File: src/rtl/mem_stage_pkg.sv
`default_nettype none
// ============================================================================
// Module      : mem_stage_pkg
// Description : Shared widths, load-type codes, exception codes and bus layouts
//               for the MIPS memory stage.
// Revision    : 1.0 - initial release
// ============================================================================
package mem_stage_pkg;

    localparam int ES_TO_MS_BUS_WD = 79;
    localparam int MS_TO_WS_BUS_WD = 75;

    localparam logic [2:0] LD_W  = 3'd0;
    localparam logic [2:0] LD_B  = 3'd1;
    localparam logic [2:0] LD_BU = 3'd2;
    localparam logic [2:0] LD_H  = 3'd3;
    localparam logic [2:0] LD_HU = 3'd4;

    localparam logic [4:0] EXC_ADEL = 5'h04;

    typedef struct packed {
        logic [4:0]  excode;
        logic [2:0]  ld_type;
        logic        res_from_mem;
        logic        gr_we;
        logic [4:0]  dest;
        logic [31:0] alu_result;
        logic [31:0] pc;
    } es_to_ms_t;

    typedef struct packed {
        logic [4:0]  excode;
        logic        gr_we;
        logic [4:0]  dest;
        logic [31:0] final_result;
        logic [31:0] pc;
    } ms_to_ws_t;

endpackage
`default_nettype wire

File: src/rtl/mem_stage_load_align.sv
`default_nettype none
// ============================================================================
// Module      : mem_stage_load_align
// Description : Combinational load data alignment and sign/zero extension,
//               plus misaligned-address detection.
// Revision    : 1.0 - initial release
// ============================================================================
module mem_stage_load_align
    import mem_stage_pkg::*;
(
    input  logic [31:0] i_rdata,
    input  logic [1:0]  i_off,
    input  logic [2:0]  i_ld_type,
    output logic [31:0] o_aligned,
    output logic        o_misaligned
);

    logic [7:0]  w_byte;
    logic [15:0] w_half;

    always_comb begin
        w_byte = i_rdata[7:0];
        case (i_off)
            2'd1:    w_byte = i_rdata[15:8];
            2'd2:    w_byte = i_rdata[23:16];
            2'd3:    w_byte = i_rdata[31:24];
            default: w_byte = i_rdata[7:0];
        endcase
    end

    // Halfword select ignores off[0]; misalignment is reported separately.
    assign w_half = i_off[1] ? i_rdata[31:16] : i_rdata[15:0];

    always_comb begin
        o_aligned    = i_rdata;
        o_misaligned = (i_off != 2'd0);
        case (i_ld_type)
            LD_B: begin
                o_aligned    = {{24{w_byte[7]}}, w_byte};
                o_misaligned = 1'b0;
            end
            LD_BU: begin
                o_aligned    = {24'd0, w_byte};
                o_misaligned = 1'b0;
            end
            LD_H: begin
                o_aligned    = {{16{w_half[15]}}, w_half};
                o_misaligned = i_off[0];
            end
            LD_HU: begin
                o_aligned    = {16'd0, w_half};
                o_misaligned = i_off[0];
            end
            default: begin
                o_aligned    = i_rdata;
                o_misaligned = (i_off != 2'd0);
            end
        endcase
    end

endmodule
`default_nettype wire

File: src/rtl/mem_stage.sv
`default_nettype none
// ============================================================================
// Module      : mem_stage
// Description : MIPS pipeline memory stage: load alignment, SRAM read-data
//               capture across WB stalls, bypass to decode.
//               Optional: MS_ADDR_EXC_EN raises AdEL on misaligned loads.
// Revision    : 1.0 - initial release
// ============================================================================
module mem_stage #(
    parameter int ES_TO_MS_BUS_WD = mem_stage_pkg::ES_TO_MS_BUS_WD,
    parameter int MS_TO_WS_BUS_WD = mem_stage_pkg::MS_TO_WS_BUS_WD
) (
    input  logic                       clk,
    input  logic                       reset,
    input  logic                       flush,
    input  logic                       ws_allowin,
    output logic                       ms_allowin,
    input  logic                       es_to_ms_valid,
    input  logic [ES_TO_MS_BUS_WD-1:0] es_to_ms_bus,
    output logic                       ms_to_ws_valid,
    output logic [MS_TO_WS_BUS_WD-1:0] ms_to_ws_bus,
    input  logic [31:0]                data_sram_rdata,
    output logic [4:0]                 MS_dest,
    output logic [31:0]                ms_to_ds_result
);

    import mem_stage_pkg::*;

    es_to_ms_t   r_bus;
    logic        r_ms_valid;
    logic        r_first_cycle;
    logic        r_hold_vld;
    logic [31:0] r_rdata_hold;

    logic        w_ms_ready_go;
    logic        w_accept;
    logic [31:0] w_rdata;
    logic [31:0] w_aligned;
    logic        w_misaligned;
    logic [31:0] w_final_result;
    logic        w_adel;
    ms_to_ws_t   w_ws_bus;

    assign w_ms_ready_go = 1'b1;
    assign ms_allowin    = !r_ms_valid || (w_ms_ready_go && ws_allowin);
    assign w_accept      = es_to_ms_valid && ms_allowin;

    always_ff @(posedge clk) begin
        if (reset) begin
            r_ms_valid    <= 1'b0;
            r_first_cycle <= 1'b0;
            r_hold_vld    <= 1'b0;
            r_rdata_hold  <= 32'd0;
            r_bus         <= '0;
        end else begin
            if (flush) begin
                r_ms_valid <= 1'b0;
            end else if (ms_allowin) begin
                r_ms_valid <= es_to_ms_valid;
            end

            r_first_cycle <= w_accept && !flush;

            if (w_accept && !flush) begin
                r_bus <= es_to_ms_bus;
            end

            // SRAM data is only present in the first MEM cycle; keep it if WB stalls.
            if (flush) begin
                r_hold_vld <= 1'b0;
            end else if (r_ms_valid && ws_allowin) begin
                r_hold_vld <= 1'b0;
            end else if (r_ms_valid && r_first_cycle && !ws_allowin) begin
                r_rdata_hold <= data_sram_rdata;
                r_hold_vld   <= 1'b1;
            end
        end
    end

    assign w_rdata = r_hold_vld ? r_rdata_hold : data_sram_rdata;

    mem_stage_load_align u_load_align (
        .i_rdata      (w_rdata),
        .i_off        (r_bus.alu_result[1:0]),
        .i_ld_type    (r_bus.ld_type),
        .o_aligned    (w_aligned),
        .o_misaligned (w_misaligned)
    );

    assign w_final_result = r_bus.res_from_mem ? w_aligned : r_bus.alu_result;

`ifdef MS_ADDR_EXC_EN
    // An earlier exception already recorded on the instruction wins.
    assign w_adel = r_bus.res_from_mem && w_misaligned && (r_bus.excode == 5'd0);
`else
    logic w_unused_misaligned;
    assign w_unused_misaligned = w_misaligned;
    assign w_adel              = 1'b0;
`endif

    always_comb begin
        w_ws_bus              = '0;
        w_ws_bus.excode       = w_adel ? EXC_ADEL : r_bus.excode;
        w_ws_bus.gr_we        = r_bus.gr_we && !w_adel;
        w_ws_bus.dest         = r_bus.dest;
        w_ws_bus.final_result = w_final_result;
        w_ws_bus.pc           = r_bus.pc;
    end

    assign ms_to_ws_valid  = r_ms_valid && w_ms_ready_go;
    assign ms_to_ws_bus    = w_ws_bus;
    assign MS_dest         = r_bus.dest & {5{r_ms_valid && !w_adel}};
    assign ms_to_ds_result = w_final_result;

endmodule
`default_nettype wire

File: config.mk
export PLATFORM = sky130hd
export DESIGN_NAME = mem_stage
export DESIGN_NICKNAME = d
export VERILOG_FILES = /design/src/rtl/mem_stage_pkg.sv /design/src/rtl/mem_stage_load_align.sv /design/src/rtl/mem_stage.sv
export SDC_FILE = /design/constraint.sdc
export NUM_CORES = 1
export LEC_CHECK = 0
export BUFFER_PORTS_ARGS = -buffer_cell sky130_fd_sc_hd__buf_2
export CAP_MARGIN = 20
export CORE_UTILIZATION = 53
export DETAILED_ROUTE_END_ITERATION = 12
export PLACE_DENSITY = 0.88
export SLEW_MARGIN = 15
export SYNTH_ARGS = -nofsm -noshare
export SYNTH_HDL_FRONTEND = slang
export SYNTH_SLANG_ARGS = --single-unit
File: constraint.sdc
create_clock -name clk -period 3.2 [get_ports clk]
set_input_delay 0.48 -clock clk [delete_from_list [all_inputs] [get_ports clk]]
set_output_delay 0.48 -clock clk [all_outputs]
set_load 0.02 [all_outputs]
==> tab_implementation.tex <==
\begin{tabular}{lr}
\hline
Metric & Value \\
\hline
\multicolumn{2}{l}{\textbf{GRT}} \\
\quad Largest net degree at the start of global routing & 81 \\
\quad Overflow left after global routing & 0 \\
\quad Total routing resource utilization after global routing & 0.2783 \\
\quad Antenna violations before repair & 1 \\
\quad Via count of the first global-routing pass & 5341 \\
\quad Global-route wire length before repair & 25210 µm \\
\multicolumn{2}{l}{\textbf{STA}} \\
\quad Final Critical Period & 3023 ps \\
\quad Max Clock Freq & 330.8 MHz \\
\quad Slew at the pin with the worst max-slew slack & 846.9 ps \\
\quad Setup skew after layout & 10.66 ps \\
\quad Slew headroom & 0.4354 \\
\quad Count of final max-slew check failures & 0 \\
\quad Setup TNS & 0 ps \\
\quad Final cycle utilization of the critical path & 0.9446 \\
\quad Setup-violating endpoint count in the final report & 0 \\
\quad Unrepaired setup endpoints after global routing & no \\
\quad Number of failing hold endpoints at the final stage & 0 \\
\multicolumn{2}{l}{\textbf{Routing}} \\
\quad Antenna-violating nets left & 0 \\
\quad Iteration count of the initial detailed-routing pass & 6 \\
\quad Routed via count divided by cell count & 5.430 \\
\quad Detail-routed net length per standard cell & 15.64 µm \\
\quad Vias after detailed routing & 5718 \\
\quad Number of DRC markers after the initial detailed-route iteration & 515 \\
\quad Number of remaining DRC errors & 0 \\
\quad Total wire length after detailed routing & 16470 µm \\
\multicolumn{2}{l}{\textbf{Placed design}} \\
\quad Port Buffer Count & 229 \\
\quad Detailed-placement wirelength estimate & 11200 µm \\
\quad Number of placed cells counting well taps & 1020 \\
\quad Final weighted congestion of routability-driven global placement & 0.8454 \\
\quad Cell area after placement & 6646 µm² \\
\multicolumn{2}{l}{\textbf{Final layout}} \\
\quad Fraction of final layout cells sized beyond drive strength 1 & 0.3322 \\
\quad Sequential cell area in the final layout & 2283 µm² \\
\quad Commonest cells after routing, fill and taps aside & 231 x nand2\_1, 228 x buf\_2, 113 x a21oi\_1, 113 x dfxtp\_1, 34 x nor2\_1 \\
\quad Nets@finish & 1015 \\
\quad Post-Layout Inst Area & 7282 µm² \\
\quad Layout fillers & 917 \\
\quad Multi-input logic area & 2918 µm² \\
\quad Most common library cell in the layout ignoring fill and taps & nand2\_1 \\
\quad Layout Utilization & 0.6659 \\
\quad Fin cells & 1053 \\
\quad Area Overhead vs Synth & 21.63\% \\
\multicolumn{2}{l}{\textbf{Setup path}} \\
\quad Critical path peak fanout & 13 \\
\quad Worst setup EP type & primary output \\
\quad Worst endpoint required time & 2720 ps \\
\quad Critical path's slowest cell & dfxtp\_1 \\
\quad Critical path buffers and inverters & 1 \\
\quad Critical path launch point type & flop \\
\quad Cell-by-cell listing of the critical path & mux2\_2 > a2bb2oi\_1 > nand3\_1 > a31oi\_1 > buf\_2 \\
\quad Critical path arrival & 2540 ps \\
\quad Gate family responsible for the most delay along the worst path & flip-flops \\
\quad Critical Setup Path Class & flop to primary output \\
\quad Largest stage delay on the critical path & 670 ps \\
\multicolumn{2}{l}{\textbf{Die}} \\
\quad Die height & 108.3 µm \\
\quad Chip width & 108.3 µm \\
\quad Initial core utilization & 0.5475 \\
\quad I/O pin count & 230 \\
\quad Number of rows created at floorplan & 38 \\
\quad Die outline area & 11730 µm² \\
\quad Core region area & 10940 µm² \\
\multicolumn{2}{l}{\textbf{Yosys}} \\
\quad Mapped Cells & 769 \\
\quad Count of different cell masters after synthesis & 43 \\
\quad Sequential cell area fraction in the yosys report & 0.3812 \\
\quad Post-synthesis cell area & 5987 µm² \\
\quad Synth Net Count & 885 \\
\quad Synthesis warning total & 0 \\
\quad Post-synthesis area per instance & 7.785 µm² \\
\quad Flop and latch count out of synthesis & 114 \\
\multicolumn{2}{l}{\textbf{Worst hold path}} \\
\quad Hold WC Path Type & primary input to flop \\
\multicolumn{2}{l}{\textbf{Clock network}} \\
\quad Clock latency on the worst-skew pair & 420 ps \\
\quad Count of cells resized by post-cts repair & 0 \\
\quad Post-CTS setup buffer count & 0 \\
\quad Number of buffers created by CTS & 17 \\
\quad Clock tree from TritonCTS & yes \\
\quad Clock sink total & 114 \\
\quad Clock Pin Slew Worst Setup and Hold Paths & 60 ps \\
\quad Clock root buffer & clkbuf\_16 \\
\quad Max Root-Sink Buffers & 2 \\
\quad Number of H-tree levels & 4 \\
\quad Number of hold buffers added after cts & 0 \\
\multicolumn{2}{l}{\textbf{Pwr}} \\
\quad Peak supply drop & 0.3612 mV \\
\quad Leakage power of the design & 3.148 nW \\
\quad Total power consumption of the routed design & 4.132 mW \\
\quad Total power per unit cell area & 567.5 nW/µm² \\
\multicolumn{2}{l}{\textbf{Outcome}} \\
\quad Run status & completed \\
\multicolumn{2}{l}{\textbf{Flow run}} \\
\quad MaxCap Viol Count & 0 \\
\hline
\end{tabular}
## power breakdown
group,total (mW),internal [mW],switching [mW]
Sequential,1.50,1.47,0.0354
Clock,2.03,1.31,0.717
Combinational,0.603,0.233,0.370
## logic make-up (layout without fill, tap and decap cells)
family / count (synthesis) / after routing / synth area share
AO/OA/AOI/OAI: 167 / 167 / 0.1672
XOR/XNOR: 2 / 2 / 0.002926
buffers and inverters: 134 / 277 / 0.1346
flip-flops: 114 / 114 / 0.3812
multiplexers: 48 / 48 / 0.1037
other: 0 / 1 / 0
AND/OR/NAND/NOR: 304 / 304 / 0.2104
## synthesized netlist by cell type, drive strengths merged
cell type	n	area share
a2111oi	1	0.0015
a21oi	113	0.094
a22oi	7	0.0088
a2bb2oi	6	0.0088
a311o	1	0.0033
a31oi	15	0.016
a41oi	1	0.0015
and2	6	0.0063
and2b	1	0.0013
and3	3	0.0031
and4	1	0.0019
buf	87	0.11
clkbuf	44	0.028
dfxtp	114	0.38
inv	3	0.0019
mux2	12	0.023
mux2i	26	0.043
mux4	10	0.038
nand2	231	0.14
nand2b	2	0.0021
nand3	5	0.0042
nand3b	5	0.0063
nand4b	1	0.0015
nor2	34	0.021
nor2b	9	0.0094
nor3	1	0.00084
nor3b	2	0.0033
nor4bb	1	0.0017
o21ai	1	0.00084
o221ai	1	0.0015
o22a	17	0.025
o2bb2a	2	0.0033
o311ai	1	0.0015
o31ai	1	0.0013
or2	1	0.0010
or3b	1	0.0015
xnor2	1	0.0015
xor2	1	0.0015
## cell type report
cell class / count / area share
multi-input combinational: 521 / 0.4007
timing repair buffer: 242 / 0.1729
tap: 140 / 0.02405
antenna: 1 / 0.0003436
clock inverter: 15 / 0.02852
sequential: 114 / 0.3136
inverter: 3 / 0.001546
clock buffer: 17 / 0.05842
## sequential cells by signal, indices dropped and copies added (netlist names)
name            flops
ms_to_ws_valid      1
ms_to_ws_bus       43
r_first_cycle       1
r_rdata_hold       32
r_hold_vld          1
r_bus              36
## worst paths after layout
kind	cells past startpoint	to	slack, ps	startpoint
worst min register to register	2	ms_to_ws_bus[3]	450	ms_to_ws_bus[3]
worst min-delay path	2	r_hold_vld	280	ws_allowin
worst max-delay path	5	ms_to_ds_result[13]	180	r_bus[32]
worst max register to register	5	r_bus[44]	1420	ms_to_ws_valid
## layer usage
metal / global-route usage / share of wire / vias to the layer above
li1: - / - / 2779
met1: 0.3163 / 0.40 / 2652
met2: 0.4904 / 0.51 / 266
met3: 0.07595 / 0.079 / 21
met4: 0.1149 / 0.017 / 0
met5: 0 / 0 / -
## through the flow
step	hold WS, ps	setup slack [ps]
after global placement	437.7	604.3
after global routing	271.5	20.83
final	277.1	177.3
after CTS	266.0	167.7
after detailed placement	443.3	585.0
after floorplan	432.9	593.1
Note: power is estimated with default switching activity, not from simulation.
